[src/rtl/serial_tx_framer_pkg.sv]
// Shared definitions for the serial transmit framer: parity modes, FSM states
// and the parity-bit helper.
package serial_tx_framer_pkg;

  localparam int unsigned PARITY_NONE = 0;
  localparam int unsigned PARITY_EVEN = 1;
  localparam int unsigned PARITY_ODD  = 2;

  typedef enum logic [2:0] {
    ST_IDLE,
    ST_START,
    ST_DATA,
    ST_PARITY,
    ST_STOP
  } tx_state_e;

  // Even parity transmits the XOR of the data bits; odd parity transmits its inverse.
  function automatic logic parity_bit(input logic acc, input int unsigned mode);
    return (mode == PARITY_ODD) ? ~acc : acc;
  endfunction

endpackage

[src/rtl/serial_tx_framer_bit_timer.sv]
// Baud counter: counts 0..CLKS_PER_BIT-1 and flags the last clock of each bit.
module tx_bit_timer #(
  parameter int unsigned CLKS_PER_BIT = 16
) (
  input  logic Clk,
  input  logic Rst_n,
  input  logic restart,
  output logic bit_end
);

  localparam int unsigned CW = (CLKS_PER_BIT > 1) ? $clog2(CLKS_PER_BIT) : 1;
  localparam logic [CW-1:0] LAST = CW'(CLKS_PER_BIT - 1);

  logic [CW-1:0] r_cnt;

  // Free-running bit counter, held at zero while restart is asserted.
  always_ff @(posedge Clk or negedge Rst_n) begin
    if (!Rst_n) begin
      r_cnt <= '0;
    end else if (restart || (r_cnt == LAST)) begin
      r_cnt <= '0;
    end else begin
      r_cnt <= r_cnt + CW'(1);
    end
  end

  assign bit_end = (r_cnt == LAST);

endmodule

[src/rtl/serial_tx_framer.sv]
// Parametrised asynchronous serial transmitter: start, LSB-first data,
// optional parity, 1 or 2 stop bits, each bit CLKS_PER_BIT clocks long.
module serial_tx_framer
  import serial_tx_framer_pkg::*;
#(
  parameter int unsigned DATA_BITS    = 8,
  parameter int unsigned PARITY_MODE  = 2,
  parameter int unsigned STOP_BITS    = 1,
  parameter int unsigned CLKS_PER_BIT = 16
) (
  input  logic                 Clk,
  input  logic                 Rst_n,
  input  logic [DATA_BITS-1:0] Din,
  input  logic                 Valid,
  output logic                 Ready,
  output logic                 D,
  output logic                 Busy
);

  localparam int unsigned BW = $clog2(DATA_BITS);
  localparam int unsigned SW = (STOP_BITS > 1) ? $clog2(STOP_BITS) : 1;

  if ((DATA_BITS < 5) || (DATA_BITS > 16) || (PARITY_MODE > 2) ||
      (STOP_BITS < 1) || (STOP_BITS > 2) || (CLKS_PER_BIT < 1)) begin : g_bad_param
    $error("serial_tx_framer: illegal parameter combination");
  end

  tx_state_e            r_state, w_state;
  logic [DATA_BITS-1:0] r_shift, w_shift;
  logic                 r_par, w_par;
  logic [BW-1:0]        r_bit_idx, w_bit_idx;
  logic [SW-1:0]        r_stop_idx, w_stop_idx;
  logic                 r_d, w_d;
  logic                 w_bit_end;
  logic                 w_last_stop;
  logic                 w_accept;

  tx_bit_timer #(.CLKS_PER_BIT(CLKS_PER_BIT)) u_timer (
    .Clk     (Clk),
    .Rst_n   (Rst_n),
    .restart (r_state == ST_IDLE),
    .bit_end (w_bit_end)
  );

  assign w_last_stop = (r_state == ST_STOP) && w_bit_end && (r_stop_idx == SW'(STOP_BITS - 1));
  assign Ready       = (r_state == ST_IDLE) || w_last_stop;
  assign w_accept    = Valid && Ready;
  assign Busy        = (r_state != ST_IDLE);
  assign D           = r_d;

  // Next-state logic; D is computed one clock ahead so the line is registered.
  always_comb begin
    w_state    = r_state;
    w_shift    = r_shift;
    w_par      = r_par;
    w_bit_idx  = r_bit_idx;
    w_stop_idx = r_stop_idx;
    w_d        = r_d;
    case (r_state)
      ST_IDLE: begin
        if (w_accept) begin
          w_state = ST_START;
          w_shift = Din;
          w_par   = 1'b0;
          w_d     = 1'b0;
        end
      end
      ST_START: begin
        if (w_bit_end) begin
          w_state   = ST_DATA;
          w_bit_idx = '0;
          w_d       = r_shift[0];
        end
      end
      ST_DATA: begin
        if (w_bit_end) begin
          w_par   = r_par ^ r_shift[0];
          w_shift = r_shift >> 1;
          if (r_bit_idx == BW'(DATA_BITS - 1)) begin
            if (PARITY_MODE != PARITY_NONE) begin
              w_state = ST_PARITY;
              w_d     = parity_bit(w_par, PARITY_MODE);
            end else begin
              w_state    = ST_STOP;
              w_stop_idx = '0;
              w_d        = 1'b1;
            end
          end else begin
            w_bit_idx = r_bit_idx + BW'(1);
            w_d       = r_shift[1];
          end
        end
      end
      ST_PARITY: begin
        if (w_bit_end) begin
          w_state    = ST_STOP;
          w_stop_idx = '0;
          w_d        = 1'b1;
        end
      end
      ST_STOP: begin
        if (w_last_stop) begin
          if (w_accept) begin
            w_state = ST_START;
            w_shift = Din;
            w_par   = 1'b0;
            w_d     = 1'b0;
          end else begin
            w_state = ST_IDLE;
            w_d     = 1'b1;
          end
        end else if (w_bit_end) begin
          w_stop_idx = r_stop_idx + SW'(1);
        end
      end
      default: begin
        w_state = ST_IDLE;
        w_d     = 1'b1;
      end
    endcase
  end

  // State, datapath and line registers.
  always_ff @(posedge Clk or negedge Rst_n) begin
    if (!Rst_n) begin
      r_state    <= ST_IDLE;
      r_shift    <= '0;
      r_par      <= 1'b0;
      r_bit_idx  <= '0;
      r_stop_idx <= '0;
      r_d        <= 1'b1;
    end else begin
      r_state    <= w_state;
      r_shift    <= w_shift;
      r_par      <= w_par;
      r_bit_idx  <= w_bit_idx;
      r_stop_idx <= w_stop_idx;
      r_d        <= w_d;
    end
  end

endmodule

[config.mk]
export PLATFORM = sky130hd
export DESIGN_NAME = serial_tx_framer
export DESIGN_NICKNAME = d
export VERILOG_FILES = /design/src/rtl/serial_tx_framer_pkg.sv /design/src/rtl/serial_tx_framer_bit_timer.sv /design/src/rtl/serial_tx_framer.sv
export SDC_FILE = /design/constraint.sdc
export NUM_CORES = 1
export LEC_CHECK = 0
export CAP_MARGIN = 20
export CORE_ASPECT_RATIO = 2
export CORE_UTILIZATION = 40
export DETAILED_ROUTE_END_ITERATION = 10
export GPL_TIMING_DRIVEN = 0
export PLACE_DENSITY = 0.6
export SYNTH_ARGS = -nofsm -noshare
export SYNTH_HDL_FRONTEND = slang
export SYNTH_SLANG_ARGS = --single-unit
[constraint.sdc]
create_clock -name Clk -period 5.7 [get_ports Clk]
set_clock_uncertainty 0.2 [all_clocks]
set_input_delay 1.14 -clock Clk [delete_from_list [all_inputs] [get_ports Clk]]
set_output_delay 1.14 -clock Clk [all_outputs]
set_load 0.01 [all_outputs]
==> results.sh, run 1 <==
export IMPL_synth_compound_area_share_pct=9.13
export IMPL_worst_setup_path_type="reg -> out"
export IMPL_worst_path_buf_inv=2
export IMPL_place_area_sq_mm=0.00133
export IMPL_ys_types=36
export IMPL_cp_arrival_ns=2.03
export IMPL_outcome="completed"
export IMPL_via_count=794
export IMPL_synthCells=101
export IMPL_rows=27
export IMPL_clkSinkCount=21
export IMPL_num_fill_cells=261
export IMPL_clkTransAtPathRegs_ns=0.08
export IMPL_viasPerCell=5.36
export IMPL_use_met3_pct=1.69
export IMPL_p_total_uw=488
export IMPL_synthesis_nets=115
export IMPL_setup_worst_path_end_class="output pin"
export IMPL_finalSetupViolations=0
export IMPL_async_flop_share_pct=100
export IMPL_finalInstanceArea_sq_mm=0.00139
export IMPL_diodes=0
export IMPL_vdd_drop_max_mv=0.168
export IMPL_rsz0062_at_grt="no"
export IMPL_slew_headroom_pct=50.6
export IMPL_hpwlAfterDp_mm=1.63
export IMPL_grt_use_met1_pct=18.2
export IMPL_synthAdderAreaFrac_pct=3.22
export IMPL_postCtsSetupRepairBufs=0
export IMPL_slowest_delay_ns=0.60
export IMPL_initial_core_util_pct=42.1
export IMPL_r2r_cells=5
export IMPL_finalMaxSlewViolations=0
export IMPL_hold_depth=1
export IMPL_synthSimpleGateAreaFrac_pct=16.6
export IMPL_numCtsBuffers=3
export IMPL_cts_tree="built"
export IMPL_drtIter0Drc=13
export IMPL_switchingPower_uw=150
export IMPL_period_minus_slack_ns=3.37
export IMPL_cts_resized=0
export IMPL_die_w_um=40.2
export IMPL_min_from="u_timer.r_cnt[0]$_DFF_PN0_"
export IMPL_swShare_pct=30.7
export IMPL_fin_crit_sh_pct=59.2
export IMPL_synth_area_sq_mm=0.00116
export IMPL_io_pins=14
export IMPL_sequentialPowerShare_pct=45.4
export IMPL_power_density_mw_per_mm2=351
export IMPL_cts_root_buf="clkbuf_8"
export IMPL_dieArea_sq_mm=0.00315
export IMPL_synth_edf_count=0
export IMPL_reg2reg_to="r_shift[5]$_DFFE_PN0P_"
export IMPL_gp_congestion=0.737
export IMPL_drc_errors=0
export IMPL_firstDrtPassIters=4
export IMPL_ys_top_cells_by_count="dfrtp_1, mux2_2, nor2_1"
export IMPL_comb_power_share_pct=34.4
export IMPL_yosysMostFrequentCell="dfrtp_1"
export IMPL_clock_latency_ns=0.26
export IMPL_p_int_uw=338
export IMPL_synth_top_cell_by_area="dfrtp_1"
export IMPL_synth_ff_type="dfrtp_1"
export IMPL_hold_buffers=0
export IMPL_seq_area_frac_synth_pct=45.2
export IMPL_area_delta_synth_final_pct=19.4
export IMPL_grt_overflow=0
export IMPL_clockPowerShare_pct=20.2
export IMPL_antenna_found_initial=0
export IMPL_r2r_slack_ns=3.54
export IMPL_r2r_start="u_timer.r_cnt[0]$_DFF_PN0_"
export IMPL_drtAntennaViolNets=0
export IMPL_finalSetupTns_ns=0
export IMPL_use_met2_pct=28.5
export IMPL_busiest_layer="met2"
export IMPL_clockBufferDepth=2
export IMPL_nets=134
export IMPL_finalHoldViolCount=0
export IMPL_crit_family="buffers and inverters"
export IMPL_path_cells="buf_4 > nor2_1 > a21boi_0 > clkdlybuf4s50_1"
export IMPL_grt_max_degree=22
export IMPL_critPathMaxFanout=10
export IMPL_io_buffer_count=13
export IMPL_synth_xor_area_share_pct=3.01
export IMPL_h_tree_depth=1
export IMPL_yosysWarnings=0
export IMPL_wire_per_inst_um=14.3
export IMPL_synthMuxAreaShare_pct=20.1
export IMPL_final_util_pct=50.2
export IMPL_core_sq_mm=0.00277
export IMPL_die_height_um=78.3
export IMPL_cap_viol_max_count=0
export IMPL_totalWireLength_mm=2.11
export IMPL_drive_above_1_share_pct=24.4
export IMPL_ys_ff_latch=21
export IMPL_clock_fmax_mhz=297
export IMPL_grt_pass1_wl_mm=3.64
export IMPL_min_to="u_timer.r_cnt[0]$_DFF_PN0_"
export IMPL_worst_slew_pin_slew_ns=0.738
export IMPL_worst_ep_required_time_ns=4.36
export IMPL_synth_area_leaders="dfrtp_1, mux2_2, mux2i_1"
export IMPL_synth_avg_cell_area_sq_um=11.5
export IMPL_grt_pass1_vias=836
export IMPL_synth_top_cell_area_share_pct=43.0
export IMPL_synth_top_family_by_area="multiplexers"
export IMPL_power_leakage_nw=0.646
export IMPL_cp_start_kind="flop"
export IMPL_grt_usage_pct=16.2
export IMPL_hold_path_class="reg -> reg"
export IMPL_slowest_stage="clkdlybuf4s50_1"
[sequential cells by signal, summed over array words and instances (netlist names)]
register,count
r_stop_idx,1
r_state,3
r_shift,8
D,1
r_bit_idx,3
u_timer.r_cnt,4
r_par,1
[how the worst max path moves through the flow]
stage	depth (start not counted)	slack, ns	startpoint	endpoint
floorplan	3	3.23	u_timer.r_cnt[0]$_DFF_PN0_	Ready
global placement	4	2.61	u_timer.r_cnt[0]$_DFF_PN0_	Ready
detailed placement	4	2.59	u_timer.r_cnt[0]$_DFF_PN0_	Ready
CTS	4	2.31	r_state[1]$_DFFE_PN0P_	Ready
global route	4	2.20	u_timer.r_cnt[0]$_DFF_PN0_	Ready
finish	4	2.33	r_state[1]$_DFFE_PN0P_	Ready
[cells in the final DEF, fill, tap and decap left out]
cell type	count
or3b_1	1
nand4b_2	1
o22ai_1	1
dfstp_2	1
clkbuf_8	3
ha_1	3
a221o_1	1
or3_1	1
nand2_1	7
clkbuf_1	2
a21oi_4	1
and2_1	2
buf_4	1
and3_4	1
clkdlybuf4s50_1	13
mux2i_1	5
o31ai_1	1
a221oi_2	1
xor2_1	3
a32o_1	1
buf_2	1
o21ai_0	2
mux2_4	1
or2_2	1
and3_1	1
nor4b_4	1
nor4_1	1
nor2b_1	1
xnor2_1	1
o31a_1	1
buf_8	1
o21a_1	1
nand3_1	3
nor2_1	10
nand2b_1	2
mux2_2	15
a21boi_0	2
dfrtp_1	20
inv_1	4
[power groups by stage]
stage | Sequential (mW) | Clock [mW] | Combinational, mW
4_1_cts | 0.223 | 0.101 | 0.170
3_3_place_gp | 0.223 | 0 | 0.164
5_1_grt | 0.228 | 0.107 | 0.187
3_5_place_dp | 0.226 | 0 | 0.170
2_1_floorplan | 0.219 | 0 | 0.118
6_report | 0.221 | 0.0985 | 0.168
[cells by family after synthesis]
| group | Yosys count |
|---|---|
| XOR/XNOR | 4 |
| buffers and inverters | 7 |
| flip-flops | 21 |
| AND/OR/NAND/NOR | 33 |
| multiplexers | 21 |
| adder cells (fa/ha/maj) | 3 |
| AO/OA/AOI/OAI | 12 |
[through the flow]
stage	hold WS, ns	cells	worst slack (ns)
floorplan	0.230	101	3.23
global placement	0.264	143	2.61
detailed placement	0.269	143	2.59
CTS	0.280	147	2.31
global route	0.302	148	2.20
finish	0.267	148	2.33
[layer usage]
metal | share of wire [%] | vias to the layer above | wire length (um)
met5 | 0 | - | 0
met4 | 1.8 | 0 | 37
met3 | 1.4 | 4 | 29
met2 | 58 | 8 | 1230
met1 | 39 | 389 | 816
li1 | - | 393 | -
[area by class of cell]
| class | count | area [sq um] | area share, % |
|---|---|---|---|
| Clock buffer | 4 | 45.0 | 3.24 |
| Multi-Input combinational cell | 73 | 607 | 43.6 |
| Sequential cell | 21 | 527 | 37.9 |
| Timing Repair Buffer | 14 | 145 | 10.4 |
| Buffer | 3 | 16.3 | 1.17 |
| Tap cell | 29 | 36.3 | 2.61 |
| Inverter | 4 | 15.0 | 1.08 |
No activity file was read; power rests on OpenSTA's default activity.
==> inputs of run 2 (changes only) <==
--- a/config.mk
+++ b/config.mk
@@ -10,7 +10,7 @@
 export CORE_UTILIZATION = 40
 export DETAILED_ROUTE_END_ITERATION = 10
 export GPL_TIMING_DRIVEN = 0
-export PLACE_DENSITY = 0.6
+export PLACE_DENSITY = 0.63
 export SYNTH_ARGS = -nofsm -noshare
 export SYNTH_HDL_FRONTEND = slang
 export SYNTH_SLANG_ARGS = --single-unit
==> constraint.sdc (replaced) <==
create_clock -name Clk -period 2.8 [get_ports Clk]
set_clock_uncertainty 0.2 [all_clocks]
set_input_delay 0.56 -clock Clk [delete_from_list [all_inputs] [get_ports Clk]]
set_output_delay 0.56 -clock Clk [all_outputs]
set_load 0.01 [all_outputs]
==> run 2 against run 1 <==
Effect of this change: sequential power increased by 110%; combinational power increased by 110%; die area unchanged; global-route usage decreased by 0.58 points; sequential share of layout area decreased by 0.47 points; hold slack improved by 0.0027 ns; critical path type unchanged; largest cell class unchanged.
==> results.sh, run 2 (synthesized netlist as in run 1, its figures left out) <==
export IMPL_rows=27
export IMPL_rsz0062_at_grt="no"
export IMPL_numCtsBuffers=3
export IMPL_die_height_um=78.3
export IMPL_regMostFlops="r_shift"
export IMPL_io_buffer_count=13
export IMPL_hold_buffers=0
export IMPL_slowest_stage="clkdlybuf4s50_1"
export IMPL_postCtsSetupRepairBufs=0
export IMPL_vdd_drop_max_mv=0.385
export IMPL_h_tree_depth=1
export IMPL_clkSinkCount=21
export IMPL_drtIter0Drc=2
export IMPL_hold_path_class="reg -> reg"
export IMPL_grt_usage_pct=15.6
export IMPL_cts_root_buf="clkbuf_8"
export IMPL_final_common_cell="dfrtp_1"
export IMPL_final_util_pct=50.9
export IMPL_fin_cells=148
export IMPL_finalMaxSlewViolations=0
export IMPL_critPathMaxFanout=10
export IMPL_grt_max_degree=22
export IMPL_totalWireLength_mm=2.14
export IMPL_viasPerCell=5.39
export IMPL_clock_fmax_mhz=375
export IMPL_period_minus_slack_ns=2.67
export IMPL_area_delta_synth_final_pct=20.9
export IMPL_grt_pass1_wl_mm=3.41
export IMPL_power_density_mw_per_mm2=712
export IMPL_whs_ns=0.269
export IMPL_fin_crit_sh_pct=95.3
export IMPL_place_ws_ns=0.226
export IMPL_via_count=798
export IMPL_mostFrequentLayoutCells="dfrtp_1, mux2_2, clkdlybuf4s50_1, nor2_1, nand2_1"
export IMPL_io_pins=14
export IMPL_clockBufferDepth=2
export IMPL_outcome="completed"
export IMPL_setup_worst_path_end_class="output pin"
export IMPL_cap_viol_max_count=0
export IMPL_finalSetupViolations=0
export IMPL_worst_slew_pin_slew_ns=0.702
export IMPL_dieArea_sq_mm=0.00315
export IMPL_firstDrtPassIters=4
export IMPL_place_inst=143
export IMPL_cts_tree="built"
export IMPL_worst_path_buf_inv=2
export IMPL_finalInstanceArea_sq_mm=0.00141
export IMPL_p_total_mw=1.00
export IMPL_finalSetupTns_ns=0
export IMPL_place_area_sq_mm=0.00133
export IMPL_grt_overflow=0
export IMPL_grt_pass1_vias=790
export IMPL_diodes=0
export IMPL_drtAntennaViolNets=0
export IMPL_path_cells="clkbuf_1 > or3_1 > clkdlybuf4s50_1"
export IMPL_clock_latency_ns=0.26
export IMPL_gp_congestion=0.717
export IMPL_drc_errors=0
export IMPL_final_setup_worst_slack_ns=0.131
export IMPL_initial_core_util_pct=42.1
export IMPL_top_regs="r_shift: 8 flops, u_timer.r_cnt: 4 flops"
export IMPL_hpwlAfterDp_mm=1.65
export IMPL_cts_resized=1
export IMPL_cp_start_kind="flop"
export IMPL_die_w_um=40.2
export IMPL_crit_family="buffers and inverters"
export IMPL_wire_per_inst_um=14.5
export IMPL_slowest_delay_ns=0.50
export IMPL_largest_reg_flops=8
export IMPL_nets=134
export IMPL_power_leakage_nw=0.655
export IMPL_cp_arrival_ns=1.91
export IMPL_core_sq_mm=0.00277
export IMPL_worst_ep_required_time_ns=2.04
export IMPL_antenna_found_initial=0
export IMPL_slew_headroom_pct=53.0
export IMPL_finalHoldViolCount=0
export IMPL_clkTransAtPathRegs_ns=0.08
export IMPL_worst_setup_path_type="reg -> out"
export IMPL_drive_above_1_share_pct=26.1
==> run 2: cell types whose count changed in the layout (fill, tap and decap cells not counted), sizes merged <==
cell	previous run	this run
clkbuf	5	4
clkinv	0	1
==> run 2: final timing paths <==
kind | start | end | slack (ns) | cells after the start
max in group asynchronous | Rst_n | D$_DFFE_PN1P_ | 1.55 | 2
worst max-delay path | r_state[2]$_DFFE_PN0P_ | Busy | 0.13 | 3
worst min-delay path | u_timer.r_cnt[0]$_DFF_PN0_ | u_timer.r_cnt[0]$_DFF_PN0_ | 0.27 | 1
worst min register to register | u_timer.r_cnt[0]$_DFF_PN0_ | u_timer.r_cnt[0]$_DFF_PN0_ | 0.27 | 1
worst max register to register | u_timer.r_cnt[0]$_DFF_PN0_ | r_shift[4]$_DFFE_PN0P_ | 0.63 | 5
min in group asynchronous | Rst_n | r_state[1]$_DFFE_PN0P_ | 0.37 | 1
==> run 2: layout make-up <==
type / count / area [sq um]
multi-input combinational: 73 / 611
sequential: 21 / 527
tap: 29 / 36.3
inverter: 4 / 15.0
clock buffer: 3 / 41.3
clock inverter: 1 / 5.00
timing repair buffer: 14 / 158
fill: 262 / 1360
buffer: 3 / 16.3
==> run 2: layer usage <==
metal | share of wire [%] | GRT usage (%) | wire (um) | vias up
li1 | - | - | - | 389
met1 | 40 | 17.5 | 850 | 394
met2 | 57 | 26.9 | 1210 | 11
met3 | 2.1 | 1.69 | 44 | 4
met4 | 1.6 | 7.24 | 34 | 0
met5 | 0 | 0 | 0 | -
==> run 2: power by group <==
group	internal, mW	switching, mW	total, mW	leakage [nW]
clock network	0.0993	0.100	0.200	0.0255
registers	0.396	0.0573	0.454	0.267
logic	0.195	0.154	0.350	0.362
